## src/rtl/uart_imem_loader.sv

```systemverilog
// UART boot loader: packs little-endian words into instruction memory, holds core in reset.
// Optional trailing XOR checksum byte when LOADER_CHECKSUM_EN is defined.
module uart_imem_loader #(
    parameter int NUM_WORDS      = 256,
    parameter int TIMEOUT_CYCLES = 50_000_000,
    localparam int ADDR_W        = (NUM_WORDS > 1) ? $clog2(NUM_WORDS) : 1
) (
    input  logic              clk,
    input  logic              reset,
    input  logic              start,
    input  logic              rx_valid,
    input  logic [7:0]        rx_data,
    output logic              imem_we,
    output logic [ADDR_W-1:0] imem_addr,
    output logic [31:0]       imem_wdata,
    output logic              core_reset,
    output logic              busy,
    output logic              done,
    output logic              error
);

    localparam int TMO_W = $clog2(TIMEOUT_CYCLES + 1);
    localparam logic [ADDR_W-1:0] LAST_WORD = ADDR_W'(NUM_WORDS - 1);
    localparam logic [TMO_W-1:0]  TMO_LAST  = TMO_W'(TIMEOUT_CYCLES - 1);

    localparam logic [2:0] S_IDLE  = 3'd0;
    localparam logic [2:0] S_RECV  = 3'd1;
    localparam logic [2:0] S_FLUSH = 3'd2;
    localparam logic [2:0] S_DONE  = 3'd4;
    localparam logic [2:0] S_ERROR = 3'd5;
`ifdef LOADER_CHECKSUM_EN
    localparam logic [2:0] S_CSUM  = 3'd3;
`endif

    logic [2:0]        state_q, state_d;
    logic [1:0]        byte_q, byte_d;
    logic [ADDR_W-1:0] word_q, word_d;
    logic [TMO_W-1:0]  tmo_q, tmo_d;
    logic [31:0]       shift_q, shift_d;
    logic              we_q, we_d;
    logic [ADDR_W-1:0] addr_q, addr_d;
    logic [31:0]       wdata_q, wdata_d;
    logic              crst_q, crst_d;
    logic              busy_q, busy_d;
    logic              done_q, done_d;
    logic              err_q, err_d;
`ifdef LOADER_CHECKSUM_EN
    logic [7:0]        csum_q, csum_d;
`endif
    logic              timed_out;

    assign timed_out = (tmo_q == TMO_LAST);

    always_comb begin
        state_d = state_q;
        byte_d  = byte_q;
        word_d  = word_q;
        tmo_d   = tmo_q;
        shift_d = shift_q;
        we_d    = 1'b0;
        addr_d  = addr_q;
        wdata_d = wdata_q;
        crst_d  = crst_q;
        busy_d  = busy_q;
        done_d  = done_q;
        err_d   = err_q;
`ifdef LOADER_CHECKSUM_EN
        csum_d  = csum_q;
`endif
        case (state_q)
            S_IDLE, S_DONE, S_ERROR: begin
                if (start) begin
                    state_d = S_RECV;
                    byte_d  = 2'd0;
                    word_d  = '0;
                    tmo_d   = '0;
                    crst_d  = 1'b1;
                    busy_d  = 1'b1;
                    done_d  = 1'b0;
                    err_d   = 1'b0;
`ifdef LOADER_CHECKSUM_EN
                    csum_d  = 8'h00;
`endif
                end
            end
            S_RECV: begin
                if (rx_valid) begin
                    tmo_d   = '0;
                    byte_d  = byte_q + 2'd1;
                    // Bytes shift in from the top so byte 0 ends up in [7:0].
                    shift_d = {rx_data, shift_q[31:8]};
`ifdef LOADER_CHECKSUM_EN
                    csum_d  = csum_q ^ rx_data;
`endif
                    if (byte_q == 2'd3) begin
                        we_d    = 1'b1;
                        addr_d  = word_q;
                        wdata_d = shift_d;
                        if (word_q == LAST_WORD) begin
`ifdef LOADER_CHECKSUM_EN
                            state_d = S_CSUM;
`else
                            state_d = S_FLUSH;
`endif
                        end else begin
                            word_d = word_q + 1'b1;
                        end
                    end
                end else if (timed_out) begin
                    state_d = S_ERROR;
                    busy_d  = 1'b0;
                    err_d   = 1'b1;
                end else begin
                    tmo_d = tmo_q + 1'b1;
                end
            end
            S_FLUSH: begin
                state_d = S_DONE;
                crst_d  = 1'b0;
                busy_d  = 1'b0;
                done_d  = 1'b1;
            end
`ifdef LOADER_CHECKSUM_EN
            S_CSUM: begin
                if (rx_valid) begin
                    busy_d = 1'b0;
                    if (rx_data == csum_q) begin
                        state_d = S_DONE;
                        crst_d  = 1'b0;
                        done_d  = 1'b1;
                    end else begin
                        state_d = S_ERROR;
                        err_d   = 1'b1;
                    end
                end else if (timed_out) begin
                    state_d = S_ERROR;
                    busy_d  = 1'b0;
                    err_d   = 1'b1;
                end else begin
                    tmo_d = tmo_q + 1'b1;
                end
            end
`endif
            default: state_d = S_IDLE;
        endcase
    end

    always_ff @(posedge clk or posedge reset) begin
        if (reset) begin
            state_q <= S_IDLE;
            byte_q  <= 2'd0;
            word_q  <= '0;
            tmo_q   <= '0;
            shift_q <= 32'h0;
            we_q    <= 1'b0;
            addr_q  <= '0;
            wdata_q <= 32'h0;
            crst_q  <= 1'b0;
            busy_q  <= 1'b0;
            done_q  <= 1'b0;
            err_q   <= 1'b0;
`ifdef LOADER_CHECKSUM_EN
            csum_q  <= 8'h00;
`endif
        end else begin
            state_q <= state_d;
            byte_q  <= byte_d;
            word_q  <= word_d;
            tmo_q   <= tmo_d;
            shift_q <= shift_d;
            we_q    <= we_d;
            addr_q  <= addr_d;
            wdata_q <= wdata_d;
            crst_q  <= crst_d;
            busy_q  <= busy_d;
            done_q  <= done_d;
            err_q   <= err_d;
`ifdef LOADER_CHECKSUM_EN
            csum_q  <= csum_d;
`endif
        end
    end

    assign imem_we    = we_q;
    assign imem_addr  = addr_q;
    assign imem_wdata = wdata_q;
    assign core_reset = crst_q;
    assign busy       = busy_q;
    assign done       = done_q;
    assign error      = err_q;

endmodule

```

## config.mk

```make
export PLATFORM = sky130hd
export DESIGN_NAME = uart_imem_loader
export DESIGN_NICKNAME = d
export VERILOG_FILES = /design/src/rtl/uart_imem_loader.sv
export SDC_FILE = /design/constraint.sdc
export NUM_CORES = 1
export LEC_CHECK = 0
export ABC_AREA = 1
export ABC_CLOCK_PERIOD_IN_PS = 3600
export CAP_MARGIN = 30
export CORE_ASPECT_RATIO = 1.2
export CORE_MARGIN = 2
export CORE_UTILIZATION = 56
export DETAILED_ROUTE_END_ITERATION = 10
export GPL_TIMING_DRIVEN = 0
export HOLD_SLACK_MARGIN = 0.02
export PLACE_DENSITY = 0.8
export SKIP_CTS_REPAIR_TIMING = 1
export SYNTH_ARGS = -nofsm -noshare
export SYNTH_HDL_FRONTEND = slang
export SYNTH_SLANG_ARGS = --single-unit
```

## constraint.sdc

```tcl
create_clock -name clk -period 3.6 [get_ports clk]
set_clock_uncertainty 0.1 [all_clocks]
set_input_delay 0.36 -clock clk [delete_from_list [all_inputs] [get_ports clk]]
set_output_delay 0.36 -clock clk [all_outputs]
set_load 0.01 [all_outputs]
```

Word level (Yosys, flattened, before mapping)
Cells that the tools add are included. Widths: inputs -> output; s select.

Register bits after elaboration: 116. Bits of input ports: 12. Output and inout bits: 45. Logic and storage cells: 77.

Add/sub/neg operators: 3. Eq/ne operators: 17. Muxes and demuxes: 31. Reduce and logical (&&, ||, !) cells: 14.

Operators with widths (count): $mux 26 (3); $pmux 26 s2 (1); $mux 8 (4); $add 26x1->26 const B (1); $eq 26x26->1 const B (1); $pmux 8 s2 (1); $mux 3 (5); $ne 2x2->1 const B (6); $ne 3x3->1 const B (4); $reduce_and 4->1 (3); $mux 1 (9); $pmux 3 s3 (1); $reduce_and 3->1 (3); $add 8x1->8 const B (1); $eq 8x8->1 const B (1); $eq 3x3->1 const B (2); $pmux 1 s2 (3); $reduce_and 5->1 (1); $mux 2 (2); $pmux 2 s2 (1); $reduce_and 2->1 (2); $reduce_bool 2->1 (2); $eq 3x1->1 const B (1); $eq 3x2->1 const B (1); other kinds (6) (6).

Depth between registers and ports, before layout
Word-level depth: 5. Gate-level depth with buffers: 12. Depth with buffers taken out: 11.

Least setup slack after synthesis
No wires, ideal clock.

Path kind: reg-to-reg. Start point: register tmo_q[0]. End point: register tmo_q[20]. Setup time: 0.065 ns. Arrival time: 1.467 ns. Data required time: 3.435 ns. Path slack: 1.968 ns. Cell stages (with the launch flop): 12. Path buffers: 2. Clock period less this slack: 1.632 ns. Cell sequence: dfrtp_1 -> ha_1 -> nand2_1 -> nor2_4 -> nand2_1 -> nor2_2 -> nand3_1 -> nand2_2 -> buf_6 -> buf_6 -> nand2_1 -> nand2_1.

Longest elaborated chain between the ends: 4. Elaborated cells between the ends (all ways): 7. Classes of those cells: add/sub: 1; eq/ne: 2; mux: 3; reduce/logical: 1.

RTL lines: from (decl) (RTL line 38) `logic [TMO_W-1:0] tmo_q, tmo_d;`; from (signal assigned) (RTL line 169) `tmo_q <= tmo_d;`; $add 26x1->26 (RTL line 114) `tmo_d = tmo_q + 1'b1;`; $mux 26 (RTL line 109) `end else if (timed_out) begin`; $mux 26 (RTL line 87) `if (rx_valid) begin`; $pmux 26 s2 (RTL line 70) `case (state_q)`.

Several ways; a longest one is shown, not always the timed one. The select of a mux whose other input is x is not followed. A chain may end at the register's enable or synchronous reset.

Worst setup path after layout
Start point: register tmo_q[0]. End point: register tmo_q[10].

The elaborated chain is that of the path after synthesis.

==> results_dict.tcl <==
set metrics [dict create \
    critPathRequiredTime_ns 3.81 \
    drt_wl_total_um 10500 \
    ir_drop_mv 0.298 \
    whs_ns 0.249 \
    drt_iter0_drc 220 \
    register_area_um2 2700 \
    switching_power_w 0.00131 \
    switching_share_pct 36.4 \
    multi_input_area_um2 1930 \
    startpoint_type "flip-flop" \
    cts.sinks 108 \
    fin_crit_sh_pct 55.8 \
    grt_util_met2_pct 43.9 \
    syn_nets 625 \
    clock_path_buffers 2 \
    max_slew_margin_pct 65.8 \
    hold_viol 0 \
    yosysTopAreaCell "dfrtp_1" \
    fmax_mhz 498 \
    via_per_inst 5.08 \
    ant_nets 0 \
    syn2layout_area_growth_pct 18.9 \
    antenna_cells 0 \
    avgSynthCellArea_um2 8.15 \
    clk_pin_slew_worst_paths_ns 0.12 \
    worstSetupPathType "flip-flop to flip-flop" \
    dieArea_um2 9650 \
    tightestPinTransition_ns 0.513 \
    stdcell_count 800 \
    synth_cell_types 29 \
    p_per_area_nw_per_um2 609 \
    drcViolationCount 0 \
    use_met3_pct 2.46 \
    p_int_w 0.00229 \
    p_total_w 0.00360 \
    setup_viol 0 \
    worstPathArrival_ns 2.22 \
    grt_usage_pct 23.2 \
    ys_warn_count 0 \
    ys_ff_latch 108 \
    grt-busiest-layer "met2" \
    dp.cells 784 \
    power_leakage_nw 2.87 \
    ios 57 \
    netlist_area_um2 4970 \
    grt_overflow 0 \
    numCtsBuffers 9 \
    rsz0062_at_grt "false" \
    grt_pass1_vias 4044 \
    antenna_found_initial 0 \
    cp_max_fo 10 \
    hold_class "input port to async pin" \
    worstSetupEndpointType "flip-flop" \
    coreArea_um2 8610 \
    p_seq_share_pct 46.6 \
    drv_slew 0 \
    synth_top_area_share_pct 54.3 \
    h-tree-depth 3 \
    synth-seq-area-share_pct 54.3 \
    yosys-top-cells-area "dfrtp_1 54%, nand2_1 19%, o21ai_0 6.8%, inv_1 3.8%, nor2_1 2.3%" \
    clock_power_share_pct 20.5 \
    combPwrFrac_pct 32.9 \
    grt.met1_usage_pct 27.6 \
    io_buffers 56 \
    cts_root_buf "clkbuf_8" \
    final_nets 693 \
    clk_latency_ns 0.38 \
    die_h_um 107 \
    r2r_setup_slack_ns 1.59 \
    fin_crit_ns 2.01 \
    dieWidth_um 90.0 \
    syn_inst 610 \
    route.detailed.wl_per_inst_um 13.2 \
    cts_tree "yes" \
    grt_max_degree 74 \
    vias 4061 \
    grt_first_pass_wirelength_um 18200 \
    gp_congestion 0.845 \
    start_util_pct 57.8 \
    first_pass_iters 4 \
    tns_ns 0 \
    maxCapViolations 0 \
    drive_gt1_share_pct 7.32 \
    placementRows 37 \
    status "finished clean" \
    fillerInstances 700 \
    dp_hpwl_um 7940 \
]
-- synth_stat cells --
| library cell | instances |
|---|---|
| ha_1 | 3 |
| nand2_2 | 6 |
| nand2_4 | 1 |
| and2_1 | 1 |
| buf_4 | 2 |
| o21ai_1 | 6 |
| or2_2 | 2 |
| clkbuf_1 | 7 |
| inv_2 | 5 |
| nand3b_1 | 7 |
| nor2_4 | 3 |
| clkbuf_2 | 1 |
| dfrtp_1 | 108 |
| xor2_1 | 8 |
| nand2_1 | 250 |
| nand4_1 | 4 |
| xnor2_1 | 3 |
| nor2_8 | 1 |
| nor2_2 | 2 |
| buf_6 | 6 |
| a22o_1 | 1 |
| inv_1 | 51 |
| o21a_1 | 1 |
| nor3_1 | 4 |
| buf_2 | 3 |
| nand3_1 | 22 |
| a21oi_1 | 3 |
| o21ai_0 | 68 |
| nor2_1 | 31 |
-- per-stage QoR --
stage	utilization [%]	setup slack [ns]	cell area, um^2
floorplan	-	0.294	4970
global placement	66.0	-1.17	5680
detailed placement	66.3	1.40	5710
CTS	68.7	1.60	5910
global route	68.7	1.39	5910
finish	68.7	1.59	5910
-- metal layers --
metal	routed length, um	vias up
met5	0	-
met4	118	0
met3	292	12
met2	5690	67
met1	4420	1951
li1	-	2031
-- cell families (layout without fill, tap and decap cells) --
| family | after synthesis | in the layout | synth area share (%) |
|---|---|---|---|
| compound gates | 79 | 79 | 8.08 |
| xor+xnor | 11 | 11 | 1.94 |
| fa+ha+maj | 3 | 3 | 0.755 |
| buf+inv | 75 | 148 | 6.82 |
| flops | 108 | 108 | 54.3 |
| simple gates | 334 | 334 | 28.1 |
-- registers in the layout, indices dropped and copies added (netlist names) --
signal	flops
busy	1
byte_q	2
core_reset	1
done	1
error	1
imem_addr	8
imem_wdata	32
imem_we	1
shift_q	24
state_q	3
tmo_q	26
word_q	8
-- placed cells by master, fill, tap and decap left out, types with 2 or more instances in the layout --
cell / instances
nand4_1: 4
clkinv_4: 2
nand3_1: 22
clkbuf_8: 9
nor2_4: 3
nand3b_1: 7
or2_2: 2
nor2_1: 31
nand2_2: 6
o21ai_0: 68
inv_8: 2
buf_6: 6
clkinv_8: 2
xnor2_1: 3
o21ai_1: 6
xor2_1: 8
inv_2: 5
nand2_1: 250
buf_4: 2
nor3_1: 4
inv_1: 50
clkdlybuf4s50_1: 56
nor2_2: 2
dfrtp_1: 108
ha_1: 3
buf_2: 3
clkbuf_1: 7
a21oi_1: 3
-- final timing paths --
| kind | start | to | depth (start not counted) |
|---|---|---|---|
| max | tmo_q[0]$_DFFE_PP0P_ | tmo_q[10]$_DFFE_PP0P_ | 11 |
| min | reset | imem_wdata[24]$_DFFE_PP0P_ | 2 |
| max reg2reg | tmo_q[0]$_DFFE_PP0P_ | tmo_q[10]$_DFFE_PP0P_ | 11 |
| min reg2reg | imem_wdata[6]$_DFFE_PP0P_ | imem_wdata[6]$_DFFE_PP0P_ | 2 |
| max in group asynchronous | reset | imem_addr[6]$_DFFE_PP0P_ | 3 |
| min in group clk | imem_wdata[6]$_DFFE_PP0P_ | imem_wdata[6]$_DFFE_PP0P_ | 2 |
-- critical path: stages, from the launching register on --
cell	delay (ns)
dfrtp_1	0.40
ha_1	0.24
nand2_1	0.13
nor2_4	0.17
nand2_1	0.10
nor2_2	0.12
nand3_1	0.14
nand2_2	0.10
buf_6	0.14
buf_6	0.15
nand2_1	0.07
nand2_1	0.08
-- layout make-up --
type	count	area share, %
Buffer	19	2.18
Clock buffer	9	2.09
Clock inverter	7	1.35
Inverter	56	3.60
Multi-Input combinational cell	427	32.7
Sequential cell	108	45.7
Tap cell	117	2.48
Timing Repair Buffer	57	9.94
-- power by group through the flow --
stage          sequential [W]  combinational, W  clock (W)
2_1_floorplan         0.00173          0.000656          0
3_3_place_gp          0.00169           0.00115          0
3_5_place_dp          0.00170           0.00119          0
4_1_cts               0.00168           0.00120   0.000740
5_1_grt               0.00172           0.00133   0.000793
6_report              0.00168           0.00118   0.000739
Note: power is estimated with default switching activity, not from simulation.
